==> config.mk <==
export PLATFORM = sky130hd
export DESIGN_NAME = line_drawer
export DESIGN_NICKNAME = d
export VERILOG_FILES = /design/src/rtl/line_drawer.sv
export SDC_FILE = /design/constraint.sdc
export NUM_CORES = 1
export LEC_CHECK = 0
export ABC_CLOCK_PERIOD_IN_PS = 8600
export CORE_ASPECT_RATIO = 0.5
export CORE_MARGIN = 3
export CORE_UTILIZATION = 60
export DETAILED_ROUTE_END_ITERATION = 6
export DONT_BUFFER_PORTS = 1
export HOLD_SLACK_MARGIN = 0.15
export PLACE_DENSITY = 0.76
export SLEW_MARGIN = 10
export SYNTH_ARGS = -nofsm -noshare
export SYNTH_HDL_FRONTEND = slang
export SYNTH_SLANG_ARGS = --single-unit
==> constraint.sdc <==
create_clock -name clk -period 8.6 [get_ports clk]
set_input_delay 0.43 -clock clk [delete_from_list [all_inputs] [get_ports clk]]
set_output_delay 0.43 -clock clk [all_outputs]
set_load 0.02 [all_outputs]
==> src/rtl/line_drawer.sv <==
// ---------------------------------------------------------------------------
// line_drawer
//
// Rasterises one straight line segment per request into a stream of pixel
// writes using integer Bresenham stepping (all eight octants). Endpoints are
// latched when start is accepted. One pixel is presented per handshake
// towards the back-buffer write port.
//
// Optional feature macro: LINE_DRAWER_CLIP_EN
//   defined   : pixels outside the visible area are not written. Each one
//               still takes one cycle, and stepping continues to (x2,y2).
//   undefined : every pixel is written. The framebuffer handles
//               out-of-range addresses.
//
// Ports
//   clk          in   single clock
//   rst          in   synchronous reset, active-high
//   x1, y1       in   start point (unsigned)
//   x2, y2       in   end point (unsigned)
//   start        in   request, sampled only while ready=1
//   ready        out  idle, can accept start
//   pixel_x/y    out  current pixel coordinate
//   pixel_write  out  pixel valid
//   pixel_ready  in   framebuffer accepts pixel this cycle
//
// States
//   S_IDLE | waiting for start, ready=1
//   S_DRAW | presenting / stepping pixels of the current line
// ---------------------------------------------------------------------------
module line_drawer #(
  parameter  int HOR_ACTIVE_PIXELS = 640,
  parameter  int VER_ACTIVE_PIXELS = 480,
  localparam int X_WIDTH = $clog2(HOR_ACTIVE_PIXELS),
  localparam int Y_WIDTH = $clog2(VER_ACTIVE_PIXELS)
) (
  input  logic               clk,
  input  logic               rst,
  input  logic [X_WIDTH-1:0] x1,
  input  logic [Y_WIDTH-1:0] y1,
  input  logic [X_WIDTH-1:0] x2,
  input  logic [Y_WIDTH-1:0] y2,
  input  logic               start,
  output logic               ready,
  output logic [X_WIDTH-1:0] pixel_x,
  output logic [Y_WIDTH-1:0] pixel_y,
  output logic               pixel_write,
  input  logic               pixel_ready
);

  // Two guard bits: one for the sign, one so that e2 = 2*err never wraps.
  localparam int E_WIDTH = ((X_WIDTH > Y_WIDTH) ? X_WIDTH : Y_WIDTH) + 2;

`ifdef LINE_DRAWER_CLIP_EN
  localparam bit CLIP_EN = 1'b1;
`else
  localparam bit CLIP_EN = 1'b0;
`endif

  localparam logic [X_WIDTH:0]   X_LIMIT = (X_WIDTH+1)'(HOR_ACTIVE_PIXELS);
  localparam logic [Y_WIDTH:0]   Y_LIMIT = (Y_WIDTH+1)'(VER_ACTIVE_PIXELS);
  localparam logic [X_WIDTH-1:0] X_ONE   = X_WIDTH'(1);
  localparam logic [Y_WIDTH-1:0] Y_ONE   = Y_WIDTH'(1);

  typedef enum logic {
    S_IDLE = 1'b0,
    S_DRAW = 1'b1
  } state_t;

  state_t                     r_state;
  logic [X_WIDTH-1:0]         r_cx;
  logic [Y_WIDTH-1:0]         r_cy;
  logic [X_WIDTH-1:0]         r_x2;
  logic [Y_WIDTH-1:0]         r_y2;
  logic signed [E_WIDTH-1:0]  r_dx;
  logic signed [E_WIDTH-1:0]  r_dy;
  logic signed [E_WIDTH-1:0]  r_err;
  logic                       r_sx_neg;
  logic                       r_sy_neg;
  logic                       r_ready;
  logic                       r_pixel_write;

  logic [X_WIDTH-1:0]         w_dx_abs;
  logic [Y_WIDTH-1:0]         w_dy_abs;
  logic signed [E_WIDTH-1:0]  w_dx_start;
  logic signed [E_WIDTH-1:0]  w_dy_start;
  logic signed [E_WIDTH-1:0]  w_e2;
  logic signed [E_WIDTH-1:0]  w_err_next;
  logic                       w_step_x;
  logic                       w_step_y;
  logic                       w_step;
  logic                       w_at_end;
  logic [X_WIDTH-1:0]         w_nx;
  logic [Y_WIDTH-1:0]         w_ny;

  // Visible-area test; with clipping disabled every pixel is writable.
  function automatic logic f_visible(input logic [X_WIDTH-1:0] x,
                                     input logic [Y_WIDTH-1:0] y);
    return !CLIP_EN || (({1'b0, x} < X_LIMIT) && ({1'b0, y} < Y_LIMIT));
  endfunction

  // Setup values for a new line, taken straight from the input ports.
  always_comb begin
    w_dx_abs   = (x2 >= x1) ? (x2 - x1) : (x1 - x2);
    w_dy_abs   = (y2 >= y1) ? (y2 - y1) : (y1 - y2);
    w_dx_start = $signed({{(E_WIDTH-X_WIDTH){1'b0}}, w_dx_abs});
    w_dy_start = -$signed({{(E_WIDTH-Y_WIDTH){1'b0}}, w_dy_abs});
  end

  // One Bresenham step. Both axis decisions use the pre-step err/e2.
  always_comb begin
    w_e2       = $signed({r_err[E_WIDTH-2:0], 1'b0});
    w_step_x   = (w_e2 >= r_dy);
    w_step_y   = (w_e2 <= r_dx);
    w_err_next = r_err;
    w_nx       = r_cx;
    w_ny       = r_cy;
    if (w_step_x) begin
      w_err_next = w_err_next + r_dy;
      w_nx       = r_sx_neg ? (r_cx - X_ONE) : (r_cx + X_ONE);
    end
    if (w_step_y) begin
      w_err_next = w_err_next + r_dx;
      w_ny       = r_sy_neg ? (r_cy - Y_ONE) : (r_cy + Y_ONE);
    end
  end

  // A written pixel advances on handshake; a clipped one advances at once.
  always_comb begin
    w_at_end = (r_cx == r_x2) && (r_cy == r_y2);
    w_step   = (r_state == S_DRAW) && (!r_pixel_write || pixel_ready);
  end

  always_ff @(posedge clk) begin
    if (rst) begin
      r_state       <= S_IDLE;
      r_ready       <= 1'b1;
      r_pixel_write <= 1'b0;
      r_cx          <= '0;
      r_cy          <= '0;
      r_x2          <= '0;
      r_y2          <= '0;
      r_dx          <= '0;
      r_dy          <= '0;
      r_err         <= '0;
      r_sx_neg      <= 1'b0;
      r_sy_neg      <= 1'b0;
    end else begin
      case (r_state)
        S_IDLE: begin
          if (start) begin
            r_cx          <= x1;
            r_cy          <= y1;
            r_x2          <= x2;
            r_y2          <= y2;
            r_dx          <= w_dx_start;
            r_dy          <= w_dy_start;
            r_err         <= w_dx_start + w_dy_start;
            r_sx_neg      <= (x2 < x1);
            r_sy_neg      <= (y2 < y1);
            r_ready       <= 1'b0;
            r_pixel_write <= f_visible(x1, y1);
            r_state       <= S_DRAW;
          end
        end
        S_DRAW: begin
          if (w_step) begin
            if (w_at_end) begin
              r_state       <= S_IDLE;
              r_ready       <= 1'b1;
              r_pixel_write <= 1'b0;
            end else begin
              r_cx          <= w_nx;
              r_cy          <= w_ny;
              r_err         <= w_err_next;
              r_pixel_write <= f_visible(w_nx, w_ny);
            end
          end
        end
        default: begin
          r_state       <= S_IDLE;
          r_ready       <= 1'b1;
          r_pixel_write <= 1'b0;
        end
      endcase
    end
  end

  assign ready       = r_ready;
  assign pixel_x     = r_cx;
  assign pixel_y     = r_cy;
  assign pixel_write = r_pixel_write;

endmodule

==> results.sh <==
export IMPL_synth_xor_area_share_pct=8.591
export IMPL_nets=1139
export IMPL_areaGrowthSynthToFinish_pct=5.113
export IMPL_grt_pass1_wl_mm=34.80
export IMPL_antenna_found_initial=0
export IMPL_min_path_type="input pin to register"
export IMPL_slew_headroom_pct=30.08
export IMPL_cp_end_kind="register"
export IMPL_seq_area_frac_synth_pct=19.49
export IMPL_dr_pass1_iters=5
export IMPL_grt_max_degree=77
export IMPL_status="finished, final reports clean"
export IMPL_postCtsResizedCells=0
export IMPL_critical_path_class="register to register"
export IMPL_async_reset_ff_share_pct=0
export IMPL_wire_per_inst_um=17.86
export IMPL_cts_tree="yes"
export IMPL_cts_buffer_depth=2
export IMPL_layout_commonest_cell="nand2_1"
export IMPL_arrival_ps=5350
export IMPL_synth_simple_area_share_pct=18.61
export IMPL_crit_path_max_fanout=15
export IMPL_fin_setup_tns_ps=0
export IMPL_vias=7092
export IMPL_cts_setup_buffers=0
export IMPL_setup_viol=0
export IMPL_n_fill_cell=1105
export IMPL_cts_made_buffers=9
export IMPL_synth_warnings=0
export IMPL_ant_nets=0
export IMPL_clk_pin_slew_ps=60
export IMPL_clock_skew_ps=7.125
export IMPL_reg2reg_slack_ps=3510
export IMPL_synth_seq_cells=76
export IMPL_synthMuxAreaShare_pct=3.638
export IMPL_synth_compound_area_share_pct=24.43
export IMPL_period_share_pct=59.22
export IMPL_ir_drop_mv=0.1176
export IMPL_postCtsHoldBufs=0
export IMPL_die_area_um2=14500
export IMPL_synth_area_per_cell_um2=7.737
export IMPL_ys_dominant_reg_cell="dfxtp_1"
export IMPL_h_tree_depth=3
export IMPL_wl_mm=20.68
export IMPL_drt_iter0_markers=471
export IMPL_grt_ovfl_total=0
export IMPL_synth_cells=1009
export IMPL_worst_skew_pair_late_latency_ps=340
export IMPL_rows=28
export IMPL_fmax_mhz=196.4
export IMPL_critical_path_startpoint_type="register"
export IMPL_grt_use_total_pct=29.18
export IMPL_drv_slew=0
export IMPL_final_cell_mix="109 x nand2_1, 104 x a21oi_1, 100 x inv_1, 100 x ha_1, 76 x dfxtp_1"
export IMPL_rsz0062_at_grt="false"
export IMPL_post_route_min_period_ps=5093
export IMPL_power_per_cell_area_nw_per_um2=249.1
export IMPL_synth_edff_count=0
export IMPL_synthAdderAreaFrac_pct=18.34
export IMPL_synth_nets=1160
export IMPL_initial_core_util_pct=63.66
export IMPL_fin_util_pct=66.92
export IMPL_hpwl_mm=15.79
export IMPL_viasPerCell=6.124
export IMPL_syn_area_um2=7806
export IMPL_max_cap_violations=0
export IMPL_grt_pass1_vias=6972
export IMPL_final_layout_size_suffix_gt1_share_pct=6.949
export IMPL_die_w_um=167.3
export IMPL_io_pins=63
export IMPL_p_leak_nw=3.702
export IMPL_cts_root_buf="clkbuf_16"
export IMPL_tightestPinTransition_ps=1045
export IMPL_route_detailed_drc=0
export IMPL_fin_area_um2=8205
export IMPL_synth_top_family_by_area="compound AO/OA/AOI/OAI gates"
export IMPL_cp_required_ps=8850
export IMPL_gp_congestion=0.9055
export IMPL_post_dp_cell_area_um2=7903
export IMPL_diodes=0
export IMPL_yosysUniqueCellTypes=79
export IMPL_port_buffer_count=0
export IMPL_core_area_um2=12260
export IMPL_die_y_um=86.66
export IMPL_hold_viol=0
export IMPL_clkSinkCount=76
where the power goes:
part           switching [W]  internal, W  leakage (nW)  total, W
clock               0.000158     0.000232         0.144  0.000390
sequential         0.0000988     0.000405         0.628  0.000504
combinational       0.000660     0.000490          2.93   0.00115
stage by stage:
step / hold WS (ps) / total power (W) / worst slack (ps) / std cells
floorplan: 446.7 / 0.001395 / 3981 / 1009
global placement: 447.9 / 0.001592 / 3827 / 1142
detailed placement: 452.2 / 0.001629 / 3615 / 1142
CTS: 152.8 / 0.002029 / 3561 / 1158
global route: 151.2 / 0.002210 / 2989 / 1158
finish: 162.6 / 0.002044 / 3507 / 1158
sequential cells by signal (all words and copies together) (netlist names):
signal and flops:
pixel_y 9, ready 1, r_sy_neg 1, r_dy 12, pixel_x 10, pixel_write 1, r_y2 9, r_err 11
r_sx_neg 1, r_state 1, r_dx 10, r_x2 10
area by class of cell:
cell class | instances | area, um2 | share of cell area (%)
multi-input combinational | 795 | 5758 | 70.17
sequential | 76 | 1521 | 18.54
inverter | 101 | 379.1 | 4.620
clock buffer | 10 | 239.0 | 2.912
tap | 165 | 206.4 | 2.516
clock inverter | 6 | 63.81 | 0.7777
timing repair buffer | 5 | 37.54 | 0.4575
cell usage after synthesis (all sizes together) (13+ instances only):
cell      n  area, um2
nor4     13      117.6
nand2   112      427.9
a21o     24      187.7
a21oi   106      553.0
dfxtp    76       1521
o21ai    43      219.0
nor3     20      100.1
inv     101      379.1
xnor2    45      409.1
nor2b    18      112.6
mux2i    16      160.2
xor2     29      261.5
ha      100       1251
nand3    14      82.58
o21bai   16      120.1
nor2     74      287.8
a211oi   32      250.2
clkbuf   26      97.59
worst max-delay path, stage by stage, from the launching register on:
cell and delay (ps):
dfxtp_1 400, inv_1 60, ha_1 280, nor2b_1 130
o21a_1 160, o21ai_0 170, a21oi_1 90, o31ai_1 210
a21o_1 490, mux2_2 420, ha_1 210, fa_1 410
a21oi_1 200, o21ai_0 110, o211a_1 130, nor4_1 340
o41ai_1 170, mux2_2 290, xnor2_1 140, a2bb2oi_1 80
a211o_1 320, o31ai_2 210
worst paths after layout:
path / to / cells past startpoint / from
worst max-delay path: r_err[10]$_SDFFE_PP0P_ / 21 / r_dy[1]$_SDFFE_PP0P_
worst min-delay path: pixel_write$_SDFFE_PP0P_ / 1 / rst
worst max register to register: r_err[10]$_SDFFE_PP0P_ / 21 / r_dy[1]$_SDFFE_PP0P_
worst min register to register: r_x2[3]$_SDFFE_PP0P_ / 2 / r_x2[3]$_SDFFE_PP0P_
routing by layer:
layer  wire [um]  track usage [%]  vias up
met2        8848            46.15      252
li1            -                -     3490
met5           0                0        -
met1        9737            40.73     3324
met3        1780            7.107       26
met4         316            6.385        0
kinds of logic after synthesis:
kind of cell             after synthesis
XOR/XNOR                              74
AND/OR/NAND/NOR                      297
buffers and inverters                138
multiplexers                          27
AO/OA/AOI/OAI                        288
flip-flops                            76
adder cells (fa/ha/maj)              109
No activity file was read; power rests on OpenSTA's default activity.
